$ cat src/rtl/data_mem_responder.sv
// data_mem_responder: single-outstanding word memory that answers each request after a fixed latency
module data_mem_responder #(
  parameter int LATENCY = 2,
  parameter int DEPTH   = 128
) (
  input  logic        clk,
  input  logic        rst,
  input  logic        req_valid,
  output logic        req_ready,
  input  logic        req_we,
  input  logic [31:0] req_addr,
  input  logic [31:0] req_wdata,
  input  logic [3:0]  req_wstrb,
  output logic        resp_valid,
  input  logic        resp_ready,
  output logic [31:0] resp_rdata,
  output logic        resp_err
);
  localparam int AW = $clog2(DEPTH);
  typedef enum logic [1:0] {IDLE, WAIT, RESP} state_t;
  typedef logic [31:0] mem_t [DEPTH];
  function automatic mem_t init_mem();
    mem_t m;
    for (int i = 0; i < DEPTH; i++) m[i] = 32'(i);
    return m;
  endfunction
  mem_t mem = init_mem();
  state_t state, state_n;
  logic [3:0] cnt;
  logic accept, enter_resp, err;
  logic lat_we, c_we;
  logic [31:0] lat_addr, lat_wdata, c_addr, c_wdata;
  logic [3:0] lat_wstrb, c_wstrb;
  logic [AW-1:0] idx;
  // With LATENCY=1 the response is built on the accepting edge, so the live request is used then
  assign c_we    = accept ? req_we    : lat_we;
  assign c_addr  = accept ? req_addr  : lat_addr;
  assign c_wdata = accept ? req_wdata : lat_wdata;
  assign c_wstrb = accept ? req_wstrb : lat_wstrb;
  assign idx     = c_addr[AW+1:2];
  assign err     = c_addr[1:0] != 2'b0 || {2'b0, c_addr[31:2]} >= 32'(DEPTH);
  // next state and handshake strobes
  always_comb begin
    state_n = state;
    req_ready = state == IDLE;
    resp_valid = state == RESP;
    accept = req_ready && req_valid;
    if (accept) state_n = LATENCY == 1 ? RESP : WAIT;
    else if (state == WAIT && cnt == 4'd1) state_n = RESP;
    else if (resp_valid && resp_ready) state_n = IDLE;
    enter_resp = state != RESP && state_n == RESP;
  end
  // state register, request latch, latency counter and registered response
  always_ff @(posedge clk or negedge rst) begin
    if (!rst) begin
      state <= IDLE;
      cnt <= '0;
      resp_rdata <= '0;
      resp_err <= 1'b0;
      lat_we <= 1'b0;
      lat_addr <= '0;
      lat_wdata <= '0;
      lat_wstrb <= '0;
    end else begin
      state <= state_n;
      if (accept) begin
        lat_we <= req_we;
        lat_addr <= req_addr;
        lat_wdata <= req_wdata;
        lat_wstrb <= req_wstrb;
        cnt <= 4'(LATENCY - 1);
      end else if (state == WAIT && cnt > 4'd1) cnt <= cnt - 4'd1;
      if (enter_resp) begin
        resp_err <= err;
        resp_rdata <= (err || c_we) ? '0 : mem[idx];
      end
    end
  end
  // byte-lane store on the edge entering RESP; contents survive reset and aborted stores never land
  always_ff @(posedge clk) begin
    if (rst && enter_resp && c_we && !err)
      for (int b = 0; b < 4; b++)
        if (c_wstrb[b]) mem[idx][8*b +: 8] <= c_wdata[8*b +: 8];
  end
endmodule

$ cat config.mk
export PLATFORM = sky130hd
export DESIGN_NAME = data_mem_responder
export DESIGN_NICKNAME = d
export VERILOG_FILES = /design/src/rtl/data_mem_responder.sv
export SDC_FILE = /design/constraint.sdc
export NUM_CORES = 2
export LEC_CHECK = 0
export CELL_PAD_IN_SITES_DETAIL_PLACEMENT = 2
export CELL_PAD_IN_SITES_GLOBAL_PLACEMENT = 2
export CORE_MARGIN = 2
export CORE_UTILIZATION = 41
export CTS_CLUSTER_SIZE = 24
export DETAILED_ROUTE_END_ITERATION = 6
export GPL_TIMING_DRIVEN = 0
export PLACE_DENSITY = 0.74
export SETUP_SLACK_MARGIN = 0.1
export SYNTH_ARGS = -nofsm -noshare
export SYNTH_HDL_FRONTEND = slang
export SYNTH_SLANG_ARGS = --single-unit
$ cat constraint.sdc
create_clock -name clk -period 4.8 [get_ports clk]
set_input_delay 1.44 -clock clk [delete_from_list [all_inputs] [get_ports clk]]
set_output_delay 1.44 -clock clk [all_outputs]
set_load 0.02 [all_outputs]
==> results_tabular.tex <==
\begin{tabular}{lr}
\hline
Metric & Value \\
\hline
\multicolumn{2}{l}{\textbf{Cells and area}} \\
Footprint of the multi-input gates & 36,100 sq um \\
Total of fill cells in the finished design & 34,100 \\
Layout cells sized above 1 & 24.1\% \\
Storage element area & 126,000 sq um \\
Final net count & 11,100 \\
Area growth from synthesis to layout & 25.1\% \\
\multicolumn{2}{l}{\textbf{Timing}} \\
Setup repair after global routing missed its margin & true \\
Peak clock frequency supported by timing & 0.193 GHz \\
Time the worst path needs with I/O delays and setup & 5.18 ns \\
Slack of the critical path & -0.385 ns \\
Pins over their slew limit & 0 \\
Final clock skew & 0.151 ns \\
Final Setup Violations & 1,045 \\
Max\_slew headroom & 8.60\% \\
Final hold violation count & 0 \\
Total negative slack for setup checks & -87.75 ns \\
Final period util & 108\% \\
Worst Max-Slew Pin Slew & 1.36 ns \\
\multicolumn{2}{l}{\textbf{Clock tree}} \\
Total CTS buffers & 447 \\
Clock root buffer & sky130\_fd\_sc\_hd\_\_clkbuf\_16 \\
Clock latency at the later pin of the worst-skew pair & 1.14 ns \\
CTS tree & done \\
Maximum buffer depth of the clock tree & 4 \\
Htree depth & 5 \\
Sink count of the clock tree & 4,204 \\
Clock slew at reported path FFs & 0.06 ns \\
Hold\_buf cts & 0 \\
\multicolumn{2}{l}{\textbf{Status}} \\
Result of the run & complete, but fails checks \\
Violated checks & DRC, setup timing \\
\multicolumn{2}{l}{\textbf{Pwr}} \\
Final total power & 82,900 uW \\
Switching power share of the total & 25.9\% \\
P\_leak & 0.0645 uW \\
Power density of the placed cells & 422 nW/um\^{}2 \\
Internal power & 61,400 uW \\
Worst vdd rail ir drop & 0.000483 V \\
Net Sw Power & 21,500 uW \\
Combinational group share of total power & 7.7\% \\
Clock group share of total power & 43.7\% \\
Flop pwr share & 48.6\% \\
\multicolumn{2}{l}{\textbf{Detailed routing}} \\
Total detailed-routing wirelength & 884,000 um \\
Drt first-iter violations & 21,800 \\
Detail Route Antenna Nets & 0 \\
Number of vias per cell & 7.20 \\
Via Count & 119,000 \\
Number of DRC violations after detailed routing & 1 \\
Wirelength per Cell & 53.6 um \\
First-pass iteration count of the detailed router & 6 \\
\multicolumn{2}{l}{\textbf{Synth}} \\
Mean instance size in the synthesized netlist & 15.7 sq um \\
Net count after synthesis & 10,100 \\
Yosys warns & 0 \\
Post-synth EDFFs & 4,096 \\
Cell area after synthesis & 157,000 sq um \\
Post-synth ARST share & 2.57\% \\
Gate count after technology mapping & 10,000 \\
Register area share after synthesis & 80.0\% \\
Most instantiated flip-flop cell in the synthesis netlist & sky130\_fd\_sc\_hd\_\_edfxtp\_1 \\
Register bit count reported by yosys & 4,204 \\
Synth cell types & 49 \\
\multicolumn{2}{l}{\textbf{GRT}} \\
Pin count of the biggest net entering global routing & 90 \\
GR Overflow Total & 0 \\
Vias in the first global route & 117,000 \\
Global router's overall resource usage & 43.8\% \\
Wire length of the first global-routing pass & 1,130,000 um \\
Number of antenna violations at the first check in global routing & 139 \\
\multicolumn{2}{l}{\textbf{Critical path}} \\
Crit Path Category & input port to flip-flop \\
Count of cells along the worst register-to-register path & 14 \\
Required @ worst endpoint & 5.75 ns \\
Worst-path maximum fanout & 10 \\
Crit path launch type & input port \\
Worst path arrival time & 6.14 ns \\
Nature of the critical path endpoint & flip-flop \\
\multicolumn{2}{l}{\textbf{Placed design}} \\
GP Congestion & 1.05 \\
Quantity of I/O buffers inserted on ports & 107 \\
Minimum setup slack after placement & -3.83 ns \\
Half-perimeter wire length after detailed placement & 579,000 um \\
\multicolumn{2}{l}{\textbf{Min path}} \\
Min-delay worst type & input port to async pin \\
\multicolumn{2}{l}{\textbf{Die}} \\
Initial standard-cell utilization of the core & 41.1\% \\
Count of standard-cell rows & 227 \\
Die outline width & 623 um \\
Total Die Area & 388,000 sq um \\
Total I/O pin count & 108 \\
Die Ht & 623 um \\
Core footprint & 382,000 sq um \\
\multicolumn{2}{l}{\textbf{Flow run}} \\
Max Cap Violations & 0 \\
\hline
\end{tabular}
==> critical path, stage by stage <==
cell	delay, ns
sky130_fd_sc_hd__clkdlybuf4s50_1	0.51
sky130_fd_sc_hd__or3b_1	0.35
sky130_fd_sc_hd__buf_4	0.24
sky130_fd_sc_hd__buf_6	0.22
sky130_fd_sc_hd__mux2i_4	0.22
sky130_fd_sc_hd__buf_12	0.16
sky130_fd_sc_hd__buf_6	0.24
sky130_fd_sc_hd__buf_8	0.39
sky130_fd_sc_hd__o22a_1	0.23
sky130_fd_sc_hd__o221ai_1	0.20
sky130_fd_sc_hd__nor3_4	0.88
sky130_fd_sc_hd__o22ai_1	0.19
sky130_fd_sc_hd__o21ai_1	0.31
sky130_fd_sc_hd__nand3_4	0.22
sky130_fd_sc_hd__o21ai_1	0.18
==> path summary, 6_finish.rpt <==
check                       startpoint              to  slack, ns
hold / removal                     rst   lat_wdata[26]       0.42
min in group clk           lat_addr[9]     lat_addr[9]       0.48
hold reg to reg            lat_addr[9]     lat_addr[9]       0.48
setup / recovery             req_valid  resp_rdata[12]      -0.38
setup reg to reg              state[0]  resp_rdata[12]      -0.05
max in group asynchronous          rst  resp_rdata[21]       3.50
==> logic make-up after synthesis <==
| group | synth area share [%] |
|---|---|
| flip-flops | 80.0 |
| XOR/XNOR | 0.0167 |
| multiplexers | 0.183 |
| AO/OA/AOI/OAI | 10.0 |
| AND/OR/NAND/NOR | 7.67 |
| buffers and inverters | 2.08 |
| adder cells (fa/ha/maj) | 0.0159 |
==> final cells by class <==
cell class / instances / share of cell area, %
Timing Repair Buffer: 521 / 4.05
Buffer: 710 / 2.95
Clock inverter: 260 / 1.29
Clock buffer: 568 / 6.07
Sequential cell: 4204 / 63.9
Multi-Input combinational cell: 5081 / 18.4
Tap cell: 5038 / 3.21
Antenna cell: 106 / 0.135
Inverter: 12 / 0.0229
==> stage by stage <==
step / area, sq um / std cells / utilization, % / hold slack, ns
5_1_grt: 196000 / 16400 / 51.4 / 0.478
4_1_cts: 193000 / 16300 / 50.5 / 0.406
2_1_floorplan: 157000 / 10000 / - / 0.441
6_report: 197000 / 16500 / 51.5 / 0.417
3_5_place_dp: 167000 / 15200 / 43.7 / 0.467
3_3_place_gp: 165000 / 15200 / 43.1 / 0.457
==> layer usage <==
| layer | vias to the layer above | share of wire (%) | global-route usage (%) |
|---|---|---|---|
| met1 | 61600 | 32 | 50.0 |
| met3 | 3704 | 13 | 13.8 |
| met5 | - | 0.061 | 0.407 |
| li1 | 42100 | - | - |
| met2 | 11400 | 44 | 65.4 |
| met4 | 40 | 12 | 41.3 |
==> cells in the final DEF, fill, tap and decap left out, types with 190 or more instances in the layout <==
cell type and n:
sky130_fd_sc_hd__o22a_1 339, sky130_fd_sc_hd__nor2_4 516, sky130_fd_sc_hd__buf_12 249, sky130_fd_sc_hd__clkbuf_16 458, sky130_fd_sc_hd__buf_4 208, sky130_fd_sc_hd__clkbuf_1 190
sky130_fd_sc_hd__edfxtp_1 4096, sky130_fd_sc_hd__a31oi_1 273, sky130_fd_sc_hd__o22ai_1 1040, sky130_fd_sc_hd__o221ai_1 338, sky130_fd_sc_hd__nand2_1 1273, sky130_fd_sc_hd__and3_1 242
==> flip-flops by register name, indices dropped and copies added, names as in the netlist <==
signal	count
lat_we	1
resp_err	1
lat_wdata	32
mem	4096
state	2
lat_wstrb	4
resp_rdata	32
lat_addr	32
cnt	4
==> cells in the mapped netlist, types with 2 or more instances <==
cell	instances	area share (%)
sky130_fd_sc_hd__a22o_1	5	0.028
sky130_fd_sc_hd__edfxtp_1	4096	78
sky130_fd_sc_hd__inv_1	8	0.019
sky130_fd_sc_hd__o211ai_1	3	0.014
sky130_fd_sc_hd__nand2_1	1309	3.1
sky130_fd_sc_hd__buf_4	9	0.043
sky130_fd_sc_hd__and3_1	242	0.96
sky130_fd_sc_hd__o221ai_1	338	1.9
sky130_fd_sc_hd__xnor2_1	2	0.011
sky130_fd_sc_hd__buf_1	63	0.15
sky130_fd_sc_hd__a21oi_1	100	0.32
sky130_fd_sc_hd__mux2i_1	13	0.083
sky130_fd_sc_hd__dfrtp_1	108	1.7
sky130_fd_sc_hd__nand2b_1	4	0.016
sky130_fd_sc_hd__o22a_1	339	1.9
sky130_fd_sc_hd__a22oi_1	16	0.076
sky130_fd_sc_hd__nor3b_1	6	0.029
sky130_fd_sc_hd__nor4_1	137	0.55
sky130_fd_sc_hd__nor2b_1	3	0.012
sky130_fd_sc_hd__a221oi_1	3	0.017
sky130_fd_sc_hd__nor2_1	596	1.4
sky130_fd_sc_hd__a31oi_1	281	1.1
sky130_fd_sc_hd__nand3b_1	7	0.033
sky130_fd_sc_hd__ha_1	2	0.016
sky130_fd_sc_hd__o22ai_1	1084	4.3
sky130_fd_sc_hd__mux2i_4	3	0.043
sky130_fd_sc_hd__o21ai_0	68	0.22
sky130_fd_sc_hd__nand3_1	189	0.60
sky130_fd_sc_hd__buf_6	33	0.24
sky130_fd_sc_hd__clkbuf_1	382	0.91
sky130_fd_sc_hd__buf_2	223	0.71
sky130_fd_sc_hd__mux2_2	8	0.057
sky130_fd_sc_hd__a211oi_1	4	0.019
sky130_fd_sc_hd__o21ai_1	29	0.092
sky130_fd_sc_hd__inv_2	4	0.0096
sky130_fd_sc_hd__nor3_1	277	0.88
==> power by group through the flow <==
| stage | logic (uW) | clock network [uW] | registers, uW |
|---|---|---|---|
| 2_1_floorplan | 1970 | 0 | 41100 |
| 3_5_place_dp | 5210 | 0 | 41100 |
| 5_1_grt | 6140 | 36900 | 40300 |
| 6_report | 6370 | 36200 | 40300 |
| 3_3_place_gp | 4770 | 0 | 41200 |
| 4_1_cts | 5700 | 35300 | 40300 |
==> repair_timing <==
item | in CTS | in global routing
gates resized for setup | 2317 | 387
endpoints found under the setup margin | 8020 | 5423
setup buffers | 219 | 115
pin swaps | 237 | 166
No activity file was read; power rests on OpenSTA's default activity.
